<file path="src/rtl/mu_arbiter.sv">
// Two-client arbiter driving the MemoryUnit start/busy handshake.
// Data port has priority; simultaneous requests alternate; a watchdog bounds each transaction.
module mu_arbiter #(
  parameter int unsigned TIMEOUT = 4096,
  localparam int unsigned AW = 27,
  localparam int unsigned DW = 32
) (
  input  logic          clk,
  input  logic          reset,
  input  logic          if_req,
  input  logic [AW-1:0] if_addr,
  output logic          if_ack,
  output logic [DW-1:0] if_q,
  input  logic          d_req,
  input  logic [AW-1:0] d_addr,
  input  logic [DW-1:0] d_wdata,
  input  logic          d_we,
  output logic          d_ack,
  output logic [DW-1:0] d_q,
  output logic          err,
  output logic [AW-1:0] mu_address,
  output logic [DW-1:0] mu_data,
  output logic          mu_we,
  output logic          mu_start,
  input  logic          mu_initDone,
  input  logic          mu_busy,
  input  logic [DW-1:0] mu_q
);

  localparam int unsigned CW = $clog2(TIMEOUT + 1);

  typedef enum logic [1:0] {IDLE, ISSUE, WAIT, RELEASE} state_t;

  state_t        state, state_nxt;
  logic          grant_d, grant_d_nxt;
  logic          last_d, last_d_nxt;
  logic [CW-1:0] wdog, wdog_nxt, wdog_inc;
  logic [AW-1:0] address_nxt;
  logic [DW-1:0] data_nxt;
  logic          we_nxt;
  logic          start_nxt;
  logic          if_ack_nxt, d_ack_nxt, err_nxt;
  logic [DW-1:0] if_q_nxt, d_q_nxt;
  logic          pick_d;

  // State and output registers
  always_ff @(posedge clk or posedge reset) begin
    if (reset) begin
      state      <= IDLE;
      grant_d    <= 1'b0;
      last_d     <= 1'b0;
      wdog       <= '0;
      mu_address <= '0;
      mu_data    <= '0;
      mu_we      <= 1'b0;
      mu_start   <= 1'b0;
      if_ack     <= 1'b0;
      d_ack      <= 1'b0;
      err        <= 1'b0;
      if_q       <= '0;
      d_q        <= '0;
    end else begin
      state      <= state_nxt;
      grant_d    <= grant_d_nxt;
      last_d     <= last_d_nxt;
      wdog       <= wdog_nxt;
      mu_address <= address_nxt;
      mu_data    <= data_nxt;
      mu_we      <= we_nxt;
      mu_start   <= start_nxt;
      if_ack     <= if_ack_nxt;
      d_ack      <= d_ack_nxt;
      err        <= err_nxt;
      if_q       <= if_q_nxt;
      d_q        <= d_q_nxt;
    end
  end

  // Next-state and next-output logic
  always_comb begin
    state_nxt   = state;
    grant_d_nxt = grant_d;
    last_d_nxt  = last_d;
    wdog_nxt    = wdog;
    address_nxt = mu_address;
    data_nxt    = mu_data;
    we_nxt      = mu_we;
    start_nxt   = mu_start;
    if_ack_nxt  = 1'b0;
    d_ack_nxt   = 1'b0;
    err_nxt     = 1'b0;
    if_q_nxt    = if_q;
    d_q_nxt     = d_q;
    pick_d      = d_req && !(if_req && last_d);
    wdog_inc    = (wdog == CW'(TIMEOUT)) ? wdog : wdog + CW'(1);

    unique case (state)
      IDLE: begin
        if (mu_initDone && (if_req || d_req)) begin
          grant_d_nxt = pick_d;
          last_d_nxt  = pick_d;
          address_nxt = pick_d ? d_addr : if_addr;
          data_nxt    = pick_d ? d_wdata : '0;
          we_nxt      = pick_d && d_we;
          start_nxt   = 1'b1;
          state_nxt   = ISSUE;
        end
      end
      ISSUE: begin
        wdog_nxt  = '0;
        state_nxt = WAIT;
      end
      WAIT: begin
        wdog_nxt = wdog_inc;
        // Completion wins over a simultaneous watchdog expiry
        if (!mu_busy) begin
          if (grant_d) begin
            d_ack_nxt = 1'b1;
            if (!mu_we) d_q_nxt = mu_q;
          end else begin
            if_ack_nxt = 1'b1;
            if_q_nxt   = mu_q;
          end
          start_nxt = 1'b0;
          state_nxt = RELEASE;
        end else if (wdog_inc == CW'(TIMEOUT)) begin
          d_ack_nxt  = grant_d;
          if_ack_nxt = !grant_d;
          err_nxt    = 1'b1;
          start_nxt  = 1'b0;
          state_nxt  = RELEASE;
        end
      end
      RELEASE: begin
        state_nxt = IDLE;
      end
      default: state_nxt = IDLE;
    endcase
  end

endmodule

</file>
<file path="config.mk">
export PLATFORM = sky130hd
export DESIGN_NAME = mu_arbiter
export DESIGN_NICKNAME = d
export VERILOG_FILES = /design/src/rtl/mu_arbiter.sv
export SDC_FILE = /design/constraint.sdc
export NUM_CORES = 1
export LEC_CHECK = 0
export CAP_MARGIN = 20
export CORE_MARGIN = 8
export CORE_UTILIZATION = 25
export CTS_BUF_LIST = sky130_fd_sc_hd__clkbuf_8
export DETAILED_ROUTE_END_ITERATION = 16
export REMOVE_ABC_BUFFERS = 1
export SLEW_MARGIN = 20
export SYNTH_ARGS = -nofsm -noshare
export SYNTH_HDL_FRONTEND = slang
export SYNTH_SLANG_ARGS = --single-unit
</file>
<file path="constraint.sdc">
create_clock -name clk -period 5.26 [get_ports clk]
set_input_delay 1.052 -clock clk [delete_from_list [all_inputs] [get_ports clk]]
set_output_delay 1.052 -clock clk [all_outputs]
set_load 0.01 [all_outputs]
</file>
Word-level counts from Yosys, hierarchy flattened
Cells that the tools add are included.
{"block": "word_totals", "inputBits": 125, "ff_bits": 144, "elab_cells": 61, "out_inout_bits": 128}
{"block": "op_classes", "bitwise_logic": 3, "muxes": 23, "add_sub_neg": 1, "eq_ne": 7, "n_reduce_logical": 15}
{"cell": "32-bit 2-to-1 mux", "n": 1}
{"cell": "27-bit 2-to-1 mux", "n": 1}
{"cell": "13-bit equality test, second input constant", "n": 2}
{"cell": "13-bit one-hot mux with 2 select lines", "n": 1}
{"cell": "1-bit 2-to-1 mux", "n": 14}
{"cell": "13-bit by 1-bit adder with 13-bit output, second input constant", "n": 1}
{"cell": "13-bit 2-to-1 mux", "n": 1}
{"cell": "2-bit one-hot mux with 4 select lines", "n": 1}
{"cell": "2-bit 2-to-1 mux", "n": 3}
{"cell": "3-bit AND reduction", "n": 2}
{"cell": "2-bit equality test, second input constant", "n": 2}
{"cell": "1-bit logical AND", "n": 4}
{"cell": "2-bit AND reduction", "n": 2}
{"cell": "4-bit AND reduction", "n": 1}
{"cell": "2-bit nonzero test", "n": 2}
{"cell": "3-bit != test, second input constant", "n": 1}
{"cell": "1-bit NOT", "n": 3}
{"cell": "2-bit by 1-bit equality test with 1-bit output, second input constant", "n": 1}
{"cell": "1-bit logical NOT", "n": 2}
{"cell": "2-bit logical NOT", "n": 1}
{"cell": "2-bit != test, second input constant", "n": 1}
{"cell": "1-bit one-hot mux with 2 select lines", "n": 1}
{"cell": "1-bit logical OR", "n": 1}

Longest topological paths before layout
{"block": "depth", "ltp_word": 6, "depth_mapped": 8, "mapped_depth_nobuf": 8}

Worst setup path after synthesis
Ideal clock, no wire load.
{"block": "synth_path", "path_type": "input port to flip-flop", "startpoint": "in mu_busy", "endpoint": "reg d_q[0]", "stages": 4, "setup_slack_ns": 2.745, "setup_time_ns": 0.125, "arrival_time_ns": 2.391, "path_cell_list": "clkbuf_2 > nor4b_1 > buf_2 > mux2_2"}
{"block": "synth_via", "elab_chain_len": 2}
{"item": "start: declaration", "line_no": "26", "source": "input logic mu_busy,"}
{"item": "1-bit NOT (no line)"}
{"item": "4-bit AND reduction (no line)"}
{"item": "end signal: assignment", "line_no": "75", "source": "d_q <= d_q_nxt;"}
{"item": "end: declaration", "line_no": "19", "source": "output logic [DW-1:0] d_q,"}
No other way between the ends.
A chain may end at the register's enable or synchronous reset.

Final worst setup path
{"block": "layout_path", "startpoint": "in d_req", "endpoint": "reg mu_address[7]"}
{"block": "layout_via", "elab_chain_len": 3}
{"item": "start: declaration", "line_no": "14", "source": "input logic d_req,"}
{"item": "1-bit logical OR", "line_no": "99", "source": "if (mu_initDone && (if_req || d_req)) begin"}
{"item": "1-bit logical AND", "line_no": "99"}
{"item": "2-bit AND reduction (no line)"}
{"item": "end signal: assignment", "line_no": "67", "source": "mu_address <= address_nxt;"}
{"item": "end: declaration", "line_no": "21", "source": "output logic [AW-1:0] mu_address,"}
Several ways; a longest one is shown, not always the timed one.

==> results.md <==
* Pre-CTS WS at roughly 1.9 ns
* Worst Hold Path EP: mu_address[15]
* Share of the synthesized area in the top cell type at between 50% and 60%
* Initial antenna violation count at 0
* Number of vias in the routed layout at roughly 4900
* Post-synthesis sequential area ratio at between 50% and 60%
* Dpl cells at 1109
* Slowest Stage Delay on Critical Path at a little over 0.8 ns
* Clock transition at path regs at 0.08 ns
* Top FF cell, synth: dfrtp_1
* PD cells at ~530 nW/um^2
* Internal reg-to-reg setup slack at ~2.4 ns
* EDFF count, synth at 0
* CTS tree: done
* Clock latency on the worst-skew pair at 0.45 ns
* H-tree lvl count at 4
* Final core occ at 38.9%
* 1st-iter DRT viols at 320
* Post-route setup slack at 2.39 ns
* Die area at around 30000 sq um
* Count of unique library cells instantiated by Yosys at 45
* Row cnt at between 50 and 60
* Area contributors post-synth: dfrtp_1, mux2_2, nand2_1
* Layout cell share with drive strength beyond 1 at between 10% and 20%
* Worst r2r src: state[0]
* Total wire length at about 18 mm
* Worst EP arrival at between 3 and 4 ns
* Remaining antenna violation count after routing at 0
* FILL cells at about 2500
* Pin count of the biggest net entering global routing at 84
* Max Fclk at 0.348 GHz
* Status: complete, no violations
* Fin crit period at 2.87 ns
* GP Congestion at 0.766
* Nets at 934
* Core area at ~24000 sq um
* Total CTS buffers at 17
* Leakage at about 0.0039 uW
* Dpl hpwl at around 14 mm
* Setup TNS at 0 ns
* Die width at ~170 microns
* Total track usage at between 10% and 20%
* Crit Path Class: primary input to register
* Dominant cell type by area after synthesis: dfrtp_1
* PostCTS Resize Cnt at 0
* Chip height at about 170 microns
* Final setup viols at 0
* Area Overhead vs Synth at 52.7%
* Crit Path Max Fanout at 27
* Vias in the first global route at just over 5000
* Max transition margin at roughly 33%
* CP required at 5.57 ns
* Worst Hold Depth at 2
* DRC at 0
* Global route overflow at 0
* Clock skew at about 0.015 ns
* Post-DR vias/cell at 4.33
* Per-cell routed wire length at ~16 microns
* Postcts setup bufs at 0
* Pre-antenna DRT Iters at 4
* Post-Syn Area at 6200 sq um
* Final Total Pwr at 5060 uW
* Final-report max-slew violation count at 0
* Initial core utilization at between 20% and 30%
* Setup crit start kind: primary input
* Critical path's slowest cell: a21boi_4
* Hold buffers post-CTS at 0
* Register Area at roughly 3600 sq um
* RSZ-0062 raised after global routing: false
* Crit path cell chain: clkdlybuf4s50_1 > a21boi_4 > buf_4 > mux2i_1 > o21ai_0
* Sink Count at between 100 and 150
* Final period util at between 50% and 60%
* Maxcap violations at 0
* Worst-Margin Slew at around 1.0 ns
* Worst setup EP type: register
* Hold crit path type: register to register
* Hold Path Origin: mu_address[15]
* Reg-to-reg endpoint: d_q[14]
* Footprint of the multi-input gates at about 2500 sq um
* Non-Filler Instances at about 1100
* Post-synthesis area per instance at roughly 11 sq um
* Seq cells post-synth at approximately 140
* Clock Tree Buf Depth at 2
* Worst vdd rail ir drop at approximately 0.21 mV
* First-pass GRT wire length at a little under 30 mm
* Worst reg2reg path depth at 6
* Port Buf Inserts at 252
* # IOs at 253
* Post-Syn Instances at 560
* Async set or reset register ratio after synthesis at 100%
* Fin. Hold Viols at 0
* Synthesis Warnings at 0
* Clock Tree Root: clkbuf_8
* Ant. Diodes at 0
## worst max-delay path: cells and delay by family
family	cells	cell delay (ns)
AO/OA/AOI/OAI	2	0.90
buffers and inverters	2	0.97
multiplexers	1	0.24
## worst max-delay path by stage
stage	to	cells past startpoint	start	slack, ns
3_5_place_dp	mu_address[26]	5	d_req	1.89
4_1_cts	d_q[4]	6	state[0]	2.38
5_1_grt	d_q[4]	6	state[0]	2.23
2_1_floorplan	mu_address[0]	3	d_req	-1.23
6_report	mu_address[7]	5	d_req	2.39
3_3_place_gp	mu_address[15]	5	d_req	1.93
## Yosys cell counts, drive strengths merged (2+ instances only)
| cell type | n |
|---|---|
| mux2i | 29 |
| nand4 | 2 |
| mux2 | 65 |
| nand2 | 131 |
| ha | 5 |
| or3 | 2 |
| dfrtp | 144 |
| and2 | 2 |
| nor2 | 5 |
| xnor2 | 3 |
| nor3 | 8 |
| inv | 6 |
| o31ai | 6 |
| o41ai | 2 |
| nand3 | 9 |
| buf | 10 |
| nor4b | 3 |
| a21oi | 3 |
| o21ai | 80 |
| clkbuf | 25 |
## cells by family after synthesis
logic type               Yosys count  synth area share (%)
buffers and inverters             42                  2.70
AND/OR/NAND/NOR                  170                  12.1
XOR/XNOR                           3                 0.424
flip-flops                       144                  58.1
multiplexers                      94                  16.5
adder cells (fa/ha/maj)            5                  1.01
AO/OA/AOI/OAI                    102                  9.16
## power by group
group,switching (uW),internal [uW],leakage [uW],total (uW)
Clock,466,429,0.000200,895
Sequential,267,1600,0.00181,1870
Combinational,1000,1300,0.00193,2300
Total,1740,3320,0.00394,5060
## cell usage in the layout, fill, tap and decap left out, drive strengths merged, types with 2 or more instances in the layout
master / instances
a21oi: 3
and2: 2
buf: 8
bufinv: 2
clkbuf: 17
clkdlybuf4s50: 252
clkinv: 6
clkinvlp: 2
dfrtp: 144
ha: 5
inv: 12
mux2: 65
mux2i: 29
nand2: 131
nand3: 9
nand4: 2
nor2: 5
nor3: 8
nor4b: 3
o21ai: 80
o31ai: 6
o41ai: 2
or3: 2
xnor2: 3
## layer usage
| layer | up-vias | track usage, % | share of wire, % |
|---|---|---|---|
| met5 | - | 0 | 0 |
| met3 | 7 | 5.27 | 8.6 |
| met2 | 172 | 19.1 | 47 |
| li1 | 2421 | - | - |
| met1 | 2344 | 15.3 | 44 |
| met4 | 0 | 3.31 | 0.74 |
## metrics by stage
stage          hold slack [ns]  instance area (sq um)
6_report                 0.480                   9470
5_1_grt                  0.503                   9470
4_1_cts                  0.488                   9470
3_5_place_dp             0.469                   9080
3_3_place_gp             0.460                   9080
2_1_floorplan            0.472                   6060
## cell type report
cell class | instances | share of cell area (%)
sequential | 144 | 38.0
tap | 324 | 4.28
clock inverter | 15 | 1.70
clock buffer | 17 | 2.47
multi-input combinational | 374 | 25.9
inverter | 7 | 0.330
timing repair buffer | 260 | 27.3
## flip-flops by register name, indices dropped and copies added, names as in the netlist
signal / count
d_ack: 1
d_q: 32
err: 1
if_ack: 1
if_q: 32
last_d: 1
mu_address: 27
mu_data: 32
mu_start: 1
mu_we: 1
state: 2
wdog: 13
No activity file was read; power rests on OpenSTA's default activity.
